File: src/rtl/ren_issue_if.sv
// Request/issue bus of the read-enable issue stage; slave side is the stage, master the upstream feeder.
// Optional statistics signals exist only when REN_ISSUE_STATS_EN is defined.
interface ren_issue_if #(
  parameter int AW      = 8,
  parameter int MAX_OUT = 2,
  parameter int OW      = $clog2(MAX_OUT + 1)
);
  logic          io_req_valid;
  logic          io_req_ready;
  logic [AW-1:0] io_req_addr;
  logic          io_flush;
  logic          io_done;
  logic          io_out_ren;
  logic [AW-1:0] io_out_addr;
  logic [OW-1:0] io_outstanding;
  logic          io_busy;
  logic          io_err;
`ifdef REN_ISSUE_STATS_EN
  logic [15:0]   io_stat_issued;
  logic [15:0]   io_stat_stalls;
`endif

  modport master (
    output io_req_valid, io_req_addr, io_flush, io_done,
    input  io_req_ready, io_out_ren, io_out_addr, io_outstanding, io_busy, io_err
`ifdef REN_ISSUE_STATS_EN
    , input io_stat_issued, io_stat_stalls
`endif
  );

  modport slave (
    input  io_req_valid, io_req_addr, io_flush, io_done,
    output io_req_ready, io_out_ren, io_out_addr, io_outstanding, io_busy, io_err
`ifdef REN_ISSUE_STATS_EN
    , output io_stat_issued, io_stat_stalls
`endif
  );
endinterface

File: src/rtl/ren_issue_stage.sv
// Read-request buffer + credit-limited issuer feeding the read-enable chain.
// Define REN_ISSUE_STATS_EN to add the issued/stall statistics counters.
module ren_issue_stage #(
  parameter int DEPTH   = 4,
  parameter int AW      = 8,
  parameter int MAX_OUT = 2
) (
  input  logic       clk,
  input  logic       reset,
  ren_issue_if.slave bus
);
  localparam int PW = $clog2(DEPTH) + 1;
  localparam int IW = PW - 1;
  localparam int OW = $clog2(MAX_OUT + 1);
  localparam logic [OW-1:0] MAX_OUT_W = OW'(MAX_OUT);

  typedef enum logic [1:0] {
    ST_IDLE   = 2'd0,
    ST_ACTIVE = 2'd1,
    ST_FLUSH  = 2'd2
  } state_t;

  state_t        state, state_nxt;
  logic [PW-1:0] wr_ptr, rd_ptr;
  logic [AW-1:0] mem [DEPTH];
  logic [OW-1:0] outstanding, outstanding_nxt;
  logic          empty, full, push, issue, done_ok;
  logic          out_ren;
  logic [AW-1:0] out_addr;
  logic          err;

  assign empty = (wr_ptr == rd_ptr);
  assign full  = (wr_ptr[PW-1] != rd_ptr[PW-1]) && (wr_ptr[IW-1:0] == rd_ptr[IW-1:0]);

  // A request handshaking in the flush cycle is dropped along with the queue.
  assign bus.io_req_ready = !full && (state != ST_FLUSH);
  assign push  = bus.io_req_valid && bus.io_req_ready && !bus.io_flush;
  assign issue = (state == ST_ACTIVE) && !empty && (outstanding < MAX_OUT_W) && !bus.io_flush;

  // A completion with nothing in flight is an error and returns no credit.
  assign done_ok = bus.io_done && (outstanding != '0);

  always_comb begin
    outstanding_nxt = outstanding;
    if (issue && !done_ok)      outstanding_nxt = outstanding + OW'(1);
    else if (!issue && done_ok) outstanding_nxt = outstanding - OW'(1);
  end

  // NOTE: every signal gets a default first so no path through this block infers a latch.
  always_comb begin
    state_nxt = state;
    if (bus.io_flush) begin
      state_nxt = ST_FLUSH;
    end else begin
      unique case (state)
        // Leaving IDLE on the enqueue edge lets the head issue the very next cycle.
        ST_IDLE:   if (push || !empty) state_nxt = ST_ACTIVE;
        ST_ACTIVE: if (empty && outstanding == '0) state_nxt = ST_IDLE;
        ST_FLUSH:  if (outstanding == '0) state_nxt = ST_IDLE;
        default:   state_nxt = ST_IDLE;
      endcase
    end
  end

  // NOTE: the storage array carries no reset; empty/full come from the pointers alone,
  // so stale contents are never observable.
  always_ff @(posedge clk) begin
    if (push) mem[wr_ptr[IW-1:0]] <= bus.io_req_addr;
  end

  // NOTE: sequential state is updated only with non-blocking assignments.
  always_ff @(posedge clk) begin
    if (reset) begin
      state       <= ST_IDLE;
      wr_ptr      <= '0;
      rd_ptr      <= '0;
      out_ren     <= 1'b0;
      out_addr    <= '0;
      outstanding <= '0;
      err         <= 1'b0;
    end else begin
      state <= state_nxt;
      if (bus.io_flush) begin
        wr_ptr <= '0;
        rd_ptr <= '0;
      end else begin
        if (push)  wr_ptr <= wr_ptr + PW'(1);
        if (issue) rd_ptr <= rd_ptr + PW'(1);
      end
      out_ren <= issue;
      if (issue) out_addr <= mem[rd_ptr[IW-1:0]];
      outstanding <= outstanding_nxt;
      if (bus.io_done && outstanding == '0) err <= 1'b1;
    end
  end

  assign bus.io_out_ren     = out_ren;
  assign bus.io_out_addr    = out_addr;
  assign bus.io_outstanding = outstanding;
  assign bus.io_busy        = (state != ST_IDLE) || !empty;
  assign bus.io_err         = err;

`ifdef REN_ISSUE_STATS_EN
  logic [15:0] stat_issued, stat_stalls;
  logic        stall;

  assign stall = (state == ST_ACTIVE) && !empty && (outstanding == MAX_OUT_W);

  // Issued count wraps; stall count saturates.
  always_ff @(posedge clk) begin
    if (reset) begin
      stat_issued <= '0;
      stat_stalls <= '0;
    end else begin
      if (issue) stat_issued <= stat_issued + 16'd1;
      if (stall && stat_stalls != 16'hFFFF) stat_stalls <= stat_stalls + 16'd1;
    end
  end

  assign bus.io_stat_issued = stat_issued;
  assign bus.io_stat_stalls = stat_stalls;
`endif
endmodule

File: src/flat_wrapper.sv
// flat-port wrapper written by rule: the top's interface ports become plain ports
module ren_issue_stage_flat 
#(
  parameter int DEPTH   = 4,
  parameter int AW      = 8,
  parameter int MAX_OUT = 2
)
  (clk, reset, bus_io_req_valid, bus_io_req_addr, bus_io_flush, bus_io_done, bus_io_req_ready, bus_io_out_ren, bus_io_out_addr, bus_io_outstanding, bus_io_busy, bus_io_err);
  ren_issue_if #(.AW(AW), .MAX_OUT(MAX_OUT)) bus_i ();
  input  logic clk;
  input  logic reset;
  input wire logic [$bits(bus_i.io_req_valid)-1:0] bus_io_req_valid;
  input wire logic [$bits(bus_i.io_req_addr)-1:0] bus_io_req_addr;
  input wire logic [$bits(bus_i.io_flush)-1:0] bus_io_flush;
  input wire logic [$bits(bus_i.io_done)-1:0] bus_io_done;
  output wire logic [$bits(bus_i.io_req_ready)-1:0] bus_io_req_ready;
  output wire logic [$bits(bus_i.io_out_ren)-1:0] bus_io_out_ren;
  output wire logic [$bits(bus_i.io_out_addr)-1:0] bus_io_out_addr;
  output wire logic [$bits(bus_i.io_outstanding)-1:0] bus_io_outstanding;
  output wire logic [$bits(bus_i.io_busy)-1:0] bus_io_busy;
  output wire logic [$bits(bus_i.io_err)-1:0] bus_io_err;
  assign bus_i.io_req_valid = bus_io_req_valid;
  assign bus_i.io_req_addr = bus_io_req_addr;
  assign bus_i.io_flush = bus_io_flush;
  assign bus_i.io_done = bus_io_done;
  assign bus_io_req_ready = bus_i.io_req_ready;
  assign bus_io_out_ren = bus_i.io_out_ren;
  assign bus_io_out_addr = bus_i.io_out_addr;
  assign bus_io_outstanding = bus_i.io_outstanding;
  assign bus_io_busy = bus_i.io_busy;
  assign bus_io_err = bus_i.io_err;
  ren_issue_stage #(.DEPTH(DEPTH), .AW(AW), .MAX_OUT(MAX_OUT)) u_core (.clk(clk), .reset(reset), .bus(bus_i));
endmodule
File: config.mk
export PLATFORM = sky130hd
export DESIGN_NAME = ren_issue_stage_flat
export DESIGN_NICKNAME = d
export VERILOG_FILES = /design/src/rtl/ren_issue_if.sv /design/src/rtl/ren_issue_stage.sv /design/src/flat_wrapper.sv
export SDC_FILE = /design/constraint.sdc
export NUM_CORES = 1
export LEC_CHECK = 0
export CAP_MARGIN = 30
export CORE_ASPECT_RATIO = 1.25
export CORE_MARGIN = 3
export CORE_UTILIZATION = 45
export CTS_CLUSTER_DIAMETER = 60
export CTS_CLUSTER_SIZE = 24
export DETAILED_ROUTE_END_ITERATION = 16
export GPL_ROUTABILITY_DRIVEN = 0
export GPL_TIMING_DRIVEN = 0
export PLACE_DENSITY = 0.66
export SKIP_CTS_REPAIR_TIMING = 1
export SYNTH_ARGS = -nofsm -noshare
export SYNTH_HDL_FRONTEND = slang
export SYNTH_SLANG_ARGS = --single-unit
File: constraint.sdc
create_clock -name clk -period 6 [get_ports clk]
set_clock_uncertainty 0.05 [all_clocks]
set_input_delay 0.9 -clock clk [delete_from_list [all_inputs] [get_ports clk]]
set_output_delay 0.9 -clock clk [all_outputs]
set_load 0.02 [all_outputs]
# Word level (Yosys, flattened, before mapping)
# Memories as Yosys holds them, arrays and structs flattened. A register that Yosys moved wholly into a read port is not among the register bits.
# Index checks and enable logic that the tools add are counted.
totals:
  n_memories: 1
  regBits: 12
  mem_bits_rw: 32
  output_inout_bits: 14
op_classes:
  eq_ne: 12
  reduce_logical: 27
  magnitude_cmp: 1
  addsub: 4
  n_mux: 9
memory_table:
  columns: ["memory", "words", "width", "read_ports", "rd_ports_with_merged_regs", "write_ports", "line_no", "text"]
  rows:
  - ["u_core.mem", 4, 8, 1, 1, 1, "ren_issue_stage.sv:25", "logic [AW-1:0] mem [DEPTH];"]
op_table:
  columns: ["cell", "count"]
  rows:
  - ["1-bit logical AND", 12]
  - ["2-bit two-way mux", 6]
  - ["3-bit by 1-bit adder with 3-bit output (second input constant)", 2]
  - ["3-bit by 2-bit != test with 1-bit output (second input constant)", 2]
  - ["2-bit one-hot mux with 3 select lines", 1]
  - ["3-bit AND reduction", 2]
  - ["2-bit nonzero test", 3]
  - ["1-bit zero test", 5]
  - ["2-bit zero test", 2]
  - ["2-bit by 1-bit != test with 1-bit output (second input constant)", 2]
  - ["2-bit != test (second input constant)", 2]
  - ["3-bit equality test", 1]
  - ["3-bit != test (second input constant)", 1]
  - ["2-bit by 1-bit adder with 2-bit output (second input constant)", 1]
  - ["2-bit by 1-bit equality test with 1-bit output (second input constant)", 1]
  - ["2-bit equality test", 1]
  - ["2-bit equality test (second input constant)", 1]
  - ["1-bit logical OR", 2]
  - ["2-bit < comparator (second input constant)", 1]
  - ["1-bit two-way mux", 2]
  - ["2-bit OR reduction", 1]
  - ["2-bit by 1-bit subtractor with 2-bit output (second input constant)", 1]
  - ["1-bit != test", 1]

# Longest topological paths before layout
# Gate-level depths: netlist of the first run.
depth:
  ltp_word: 10
  ltp_mapped: 9

# Worst setup path after synthesis of the first run
# OpenSTA, ideal clock, no wires.
synth_path:
  kind: "input -> register"
  start: "input port bus_io_flush"
  end: "register u_core.outstanding[1], in the netlist u_core.bus.io_outstanding[1]"
  setup_time_ns: 0.070
  path_stages: 8
  n_path_buf: 2
  t_required_ns: 5.880
  t_arrival_ns: 2.431
  setup_slack_ns: 3.449
  path_cell_list: "buf_6 nor4b_1 o31ai_2 buf_6 inv_4 ha_1 or3_1 a21oi_1"
synth_between:
  elab_chain_cells: 5
synth_lines:
  columns: ["item", "line_no", "text"]
  rows:
  - ["start: declaration", "flat_wrapper.sv:14", "input wire logic [$bits(bus_i.io_flush)-1:0] bus_io_flush;"]
  - ["1-bit zero test *", "ren_issue_stage.sv:38", "assign issue = (state == ST_ACTIVE) && !empty && (outstanding < MAX_OUT_W) && !bus.io_flush;"]
  - ["1-bit logical AND *", "ren_issue_stage.sv:38", null]
  - ["net u_core.issue", "ren_issue_stage.sv:27", "logic empty, full, push, issue, done_ok;"]
  - ["1-bit zero test", "ren_issue_stage.sv:46", "else if (!issue && done_ok) outstanding_nxt = outstanding - OW'(1);"]
  - ["1-bit logical AND", "ren_issue_stage.sv:46", null]
  - ["2-bit nonzero test (no source line)", null, null]
  - ["end signal: assignment", "ren_issue_stage.sv:92", "outstanding <= outstanding_nxt;"]
  - ["end: declaration", "ren_issue_stage.sv:26", "logic [OW-1:0] outstanding, outstanding_nxt;"]
# Mark *: on every way through the listed nets, which the timed path passes. The rest lies on a longest branch.
# A chain may end at the register's enable or synchronous reset.

# Worst setup path after layout of the first run
layout_path:
  start: "register u_core.wr_ptr[0]"
  end: "output port bus_io_req_ready"
layout_between:
  elab_chain_cells: 4
layout_lines:
  columns: ["item", "line_no", "text"]
  rows:
  - ["start: declaration", "ren_issue_stage.sv:24", "logic [PW-1:0] wr_ptr, rd_ptr;"]
  - ["start signal: assignment", "ren_issue_stage.sv:87", "if (push) wr_ptr <= wr_ptr + PW'(1);"]
  - ["2-bit equality test", "ren_issue_stage.sv:33", "assign full = (wr_ptr[PW-1] != rd_ptr[PW-1]) && (wr_ptr[IW-1:0] == rd_ptr[IW-1:0]);"]
  - ["1-bit logical AND", "ren_issue_stage.sv:33", null]
  - ["1-bit zero test", "ren_issue_stage.sv:36", "assign bus.io_req_ready = !full && (state != ST_FLUSH);"]
  - ["1-bit logical AND", "ren_issue_stage.sv:36", null]
  - ["end: declaration", "flat_wrapper.sv:16", "output wire logic [$bits(bus_i.io_req_ready)-1:0] bus_io_req_ready;"]
# Every way passes these cells.

==> results of run 1 <==
## flip-flops by register name, indices dropped and copies added (netlist names)
register / cells
u_core.rd_ptr: 3
u_core.bus.io_out_addr: 8
u_core.bus.io_outstanding: 2
u_core.bus.io_out_ren: 1
u_core.state: 2
u_core.mem: 32
u_core.bus.io_err: 1
u_core.wr_ptr: 3
## routing by layer
metal / GRT usage [%] / up-vias
met5: 0 / -
met4: 4.103 / 0
met3: 2.668 / 6
met2: 25.21 / 39
met1: 17.25 / 679
li1: - / 672
## cell families (layout without fill, tap and decap cells)
logic type                 count (synthesis)  in the layout  synth area share, %
xor gates and xnor gates                   8              8                3.633
DFF                                       52             52                58.12
and+or+nand+nor                           50             50                12.34
muxes                                     20             20                13.78
AOI/OAI and AO/OA                         16             16                5.609
adders and majority gates                  6              6                3.205
buffers and inverters                     12             44                3.312
## critical path, cell delays in order (launching register included)
cell and delay [ns]:
dfxtp_1 0.50, xor2_1 0.38, nor3_1 0.13, nor2_1 0.12, clkdlybuf4s50_1 0.61
## area by class of cell
type,instances,share of cell area (%)
clock inverter,3,0.7741
tap,60,2.732
clock buffer,5,2.505
sequential,52,49.54
buffer,7,2.049
inverter,5,0.7741
timing repair buffer,24,8.743
multi-input combinational,100,32.88
## layout by cell type (no fill, tap or decap), types with 2 or more instances in the layout
| cell type | synthesis | routed |
|---|---|---|
| mux4_2 | 2 | 2 |
| xnor2_1 | 2 | 2 |
| edfxtp_1 | 32 | 32 |
| a21oi_1 | 3 | 3 |
| o21ai_0 | 3 | 3 |
| nor3_1 | 2 | 2 |
| o211ai_1 | 2 | 2 |
| clkbuf_1 | 3 | 3 |
| and2_1 | 4 | 4 |
| ha_1 | 6 | 6 |
| nor4b_1 | 2 | 2 |
| inv_1 | 4 | 4 |
| clkdlybuf4s50_1 | 0 | 24 |
| or4b_1 | 2 | 2 |
| nand2_1 | 9 | 9 |
| mux2i_1 | 12 | 12 |
| buf_6 | 4 | 4 |
| mux4_1 | 6 | 6 |
| nand2b_1 | 16 | 16 |
| clkbuf_8 | 0 | 5 |
| a311oi_1 | 2 | 2 |
| xor2_1 | 4 | 4 |
| dfxtp_1 | 20 | 20 |
| nor2_1 | 7 | 7 |
## report_power, final
part           total [uW]  leakage (uW)  switching [uW]  internal (uW)
sequential            389      0.000452            5.05            384
clock                 199     0.0000407             116           82.6
combinational        45.3      0.000469            22.4           22.9
## path summary, 6_finish.rpt
| check | from | end | slack (ns) | cells past startpoint |
|---|---|---|---|---|
| max | u_core.wr_ptr[0]$_SDFFE_PP0P_ | bus_io_req_ready | 3.01 | 4 |
| min | u_core.bus.io_out_addr[4]$_SDFFE_PP0P_ | u_core.bus.io_out_addr[4]$_SDFFE_PP0P_ | 0.43 | 2 |
| max reg2reg | u_core.bus.io_outstanding[1]$_SDFFE_PP0P_ | u_core.bus.io_outstanding[1]$_SDFFE_PP0P_ | 3.85 | 7 |
| min reg2reg | u_core.bus.io_out_addr[4]$_SDFFE_PP0P_ | u_core.bus.io_out_addr[4]$_SDFFE_PP0P_ | 0.43 | 2 |
## through the flow
step           area (um^2)  worst slack, ns  util (%)  total power (uW)
6_report              2748            3.015     56.42             633.8
5_1_grt               2748            2.892     56.42             659.4
4_1_cts               2748            3.014     56.42             641.4
3_5_place_dp          2658            3.211     54.57             443.3
3_3_place_gp          2658            3.270     54.57             441.5
2_1_floorplan         2342            3.449         -             422.3
==> metrics.md, run 1 <==
| Metric | Value |
|---|---|
| Vias in the first global route | 1377 |
| Vias/cell | 5.453 |
| Post-synthesis register bit count | 52 |
| Status | complete, no violations |
| Hold slack | 0.4335 ns |
| Avg Inst Size Synth | 14.28 um^2 |
| Area of the multi-input gates | 903.4 um^2 |
| Finished Layout Cells | 256 |
| Critical path class | flip-flop to primary output |
| Die width | 70.53 um |
| Largest net degree at the start of global routing | 18 |
| Fin Setup TNS | 0 ns |
| Detailed Place HPWL | 2880 um |
| Layout Nets | 214 |
| M1 WL | 1739 um |
| Met2 wire len | 2040 um |
| Die span in y | 86.66 um |
| Post-synth EDFFs | 32 |
| Dominant synthesized flop cell | edfxtp_1 |
| Row count | 28 |
| Distinct cells, synth | 39 |
| DR WL/cell | 15.71 um |
| Top cell type's share of synthesized area | 41.03% |
| Critical path required time | 5.05 ns |
| Global-route wire length before repair | 6741 um |
| Clock transition at path regs | 0.10 ns |
| Ant diodes | 0 |
| I/O pin total | 27 |
| # fillers | 391 |
| Number of nets still failing antenna checks after routing | 0 |
| Pwr Density | 230.7 nW/um^2 |
| Fin crit period | 2.986 ns |
| Max IR drop VDD | 0.1748 mV |
| Fin. max-slew vios | 0 |
| Max frequency | 335.0 MHz |
| Max Cap Viol | 0 |
| DRC Markers | 0 |
| CTS Sinks | 52 |
| Fraction of layout cells with a size suffix above 1 | 10.71% |
| Critical path fanouts, max | 6 |
| Vias | 1396 |
| Drt first pass iters | 4 |
| Register area share after synthesis | 58.12% |
| Area growth from synthesis to layout | 17.31% |
| Setup crit start kind | flip-flop |
| Die area | 6112 um^2 |
| Wirelength, routed | 4022 um |
| Initial antenna violation count | 0 |
| Post-synth ARST share | 0% |
| RSZ-0062 raised after global routing | false |
| Crit path arrival time | 2.04 ns |
| WL met3 | 197 um |
| Ys Warns | 0 |
| Slew margin rel. | 63.00% |
| CTS tree | built |
| Register area | 1361 um^2 |
| Starting Density | 48.10% |
| Post-synth top cells | edfxtp_1 (32), dfxtp_1 (20), nand2b_1 (16) |
| Crit path capture type | primary output |
| Fin crit share | 49.76% |
| Placed cell count | 248 |
| Mapped Area | 2342 um^2 |
| Yosys top cell by area | edfxtp_1 |
| Root Driver | clkbuf_8 |
| Synth area leaders | edfxtp_1 (41%), dfxtp_1 (17%), mux4_1 (6.7%) |
| Slew at the pin closest to its max-slew limit | 0.5529 ns |
| Floorplan core area | 4870 um^2 |
| H-tree Lvls | 2 |
| Fin. Hold Viols | 0 |
| PortBufs | 24 |
| Mapped Cells | 164 |
| Highest metal used | met4 |
| Most common cell in the netlist | edfxtp_1 |
| Mapped Nets | 183 |
| Setup violations, final | 0 |
| Total grt overflow | 0 |
| Hold Crit Class | flip-flop to flip-flop |
| Longest Clk Path Bufs | 2 |
| Starting DRT DRC Count | 81 |
| Static leakage | 0.0009611 uW |
| Clock Latency Late Sink | 0.30 ns |
| All-layer global routing usage | 14.06% |
| CTS buffer count | 5 |
Note: power is estimated with default switching activity, not from simulation.
==> inputs of run 2 (changes only) <==
Settings changed: PLACE_DENSITY 0.66 to 0.69.
Clock period 6 ns to 2.5 ns, I/O delays scaled along.
==> metrics.md, run 2 (synthesized netlist as in run 1, its figures left out) <==
| Metric | Value |
|---|---|
| DR WL/cell | 16.25 um (+3.5%) |
| Clock Latency Late Sink | 0.30 ns (about the same) |
| Total grt overflow | 0 (unchanged) |
| Setup crit start kind | flip-flop |
| Critical path fanouts, max | 6 (unchanged) |
| Setup violations, final | 0 (unchanged) |
| Fin util | 57.17% (+0.75 points) |
| CTS Sinks | 52 (unchanged) |
| Slew at the pin closest to its max-slew limit | 0.5636 ns (+0.01070 ns) |
| Drt first pass iters | 4 (unchanged) |
| Longest Clk Path Bufs | 2 (unchanged) |
| RSZ-0062 raised after global routing | false |
| Vias/cell | 5.469 (+0.29%) |
| Leading cell types in the layout, fill and taps excluded | edfxtp_1 (32), clkdlybuf4s50_1 (24), dfxtp_1 (20), nand2b_1 (16), mux2i_1 (12) |
| All-layer global routing usage | 14.64% (+0.57 points) |
| Die span in y | 86.66 um (unchanged) |
| Max FFs per register | 32 (unchanged) |
| Max IR drop VDD | 0.3827 mV (+120%) |
| Die area | 6112 um^2 (unchanged) |
| Clock Power Share | 35.3% (+3.9 points) |
| Fin Setup TNS | 0 ns (unchanged) |
| Critical path class | flip-flop to primary output |
| Row count | 28 (unchanged) |
| Ant diodes | 0 (unchanged) |
| Clock transition at path regs | 0.09 ns (about the same) |
| P_int | 1275 uW (+160%) |
| DRC Markers | 0 (unchanged) |
| Hold slack | 0.2849 ns (-0.1486 ns) |
| Fin crit period | 2.416 ns |
| PortBufs | 24 (unchanged) |
| Status | complete, no violations |
| Switching Fraction | 21.15% (-1.6 points) |
| Static leakage | 0.0009753 uW (+1.5%) |
| Vias in the first global route | 1416 (+2.8%) |
| Crit path capture type | primary output |
| Starting Density | 48.10% (unchanged) |
| CTS buffer count | 5 (unchanged) |
| Fin. max-slew vios | 0 (unchanged) |
| Max Cap Viol | 0 (unchanged) |
| I/O pin total | 27 (unchanged) |
| Critical path required time | 2.08 ns (-2.97 ns) |
| Hold Crit Class | input pin to flip-flop |
| Vias | 1400 (+0.29%) |
| Crit path arrival time | 1.99 ns (-0.05 ns) |
| Number of nets still failing antenna checks after routing | 0 (unchanged) |
| Pwr Density | 580.6 nW/um^2 (+150%) |
| Area growth from synthesis to layout | 18.86% |
| Max frequency | 414.0 MHz |
| Commonest non-fill, non-tap cell in the layout | edfxtp_1 |
| Reg power frac | 57.9% (-3.5 points) |
| Fraction of layout cells with a size suffix above 1 | 11.22% (+0.51 points) |
| H-tree Lvls | 2 (unchanged) |
| Fin crit share | 96.63% |
| Slew margin rel. | 62.29% (-0.72 points) |
| Floorplan core area | 4870 um^2 (unchanged) |
| Wirelength, routed | 4161 um (+3.5%) |
| Root Driver | clkbuf_8 |
| Combinational Power Share | 6.8% (-0.3 points) |
| Global-route wire length before repair | 6906 um (+2.4%) |
| Psw | 341.8 uW (+140%) |
| Starting DRT DRC Count | 92 (+14%) |
| Die width | 70.53 um (unchanged) |
| CTS tree | built |
| Largest net degree at the start of global routing | 17 (-1) |
| Initial antenna violation count | 0 (unchanged) |
| Detailed Place HPWL | 3000 um (+4.2%) |
| Fin. Hold Viols | 0 (unchanged) |
| Layout Nets | 214 (unchanged) |
==> run 2: changes by cell type in the layout (fill, tap and decap cells not counted), sizes merged <==
cell,delta
clkinv,+2
bufinv,+1
inv,-1
clkinvlp,-2
==> run 2: layer usage <==
metal	global-route usage (%)	part of all wire, %	vias up
met2	25.89	52	39
li1	-	-	670
met5	0	0	-
met4	3.932	1.1	0
met1	17.65	42	682
met3	3.944	4.2	9
==> run 2: worst max-delay path, cell delays in order, from the launching register on <==
cell,delay [ns]
dfxtp_1,0.54
xor2_2,0.17
nor3_1,0.35
nand2_1,0.09
clkdlybuf4s50_1,0.55
==> run 2: power by group through the flow <==
stage	Combinational (uW)	Clock [uW]	Sequential [uW]
CTS	111	581	935
global route	120	619	938
finish	110	571	935
global placement	106	0	953
detailed placement	111	0	955
floorplan	55.3	0	958
==> run 2: cell type report <==
cell class | instances | area (um^2)
Fill cell | 389 | 2086
Buffer | 7 | 56.30
Multi-Input combinational cell | 100 | 918.4
Clock buffer | 5 | 68.82
Inverter | 5 | 21.27
Tap cell | 60 | 75.07
Clock inverter | 3 | 42.54
Timing Repair Buffer | 24 | 240.2
Sequential cell | 52 | 1361
==> run 2: worst paths after layout <==
kind / slack, ns / from / to / cells past startpoint
worst max-delay path: 0.08 / u_core.wr_ptr[0]$_SDFFE_PP0P_ / bus_io_busy / 4
worst max register to register: 0.34 / u_core.wr_ptr[0]$_SDFFE_PP0P_ / u_core.bus.io_outstanding[1]$_SDFFE_PP0P_ / 7
worst min-delay path: 0.28 / bus_io_flush / u_core.state[1]$_SDFFE_PP0P_ / 3
worst min register to register: 0.43 / u_core.bus.io_out_addr[4]$_SDFFE_PP0P_ / u_core.bus.io_out_addr[4]$_SDFFE_PP0P_ / 2
==> run 2: through the flow <==
stage	instances	area (um^2)	total power, uW	worst slack (ns)
floorplan	164	2342	1013	0.4730
CTS	256	2769	1627	0.02991
finish	256	2784	1616	0.08433
global route	256	2784	1677	0.01374
global placement	248	2658	1059	0.2927
detailed placement	248	2658	1066	0.2695
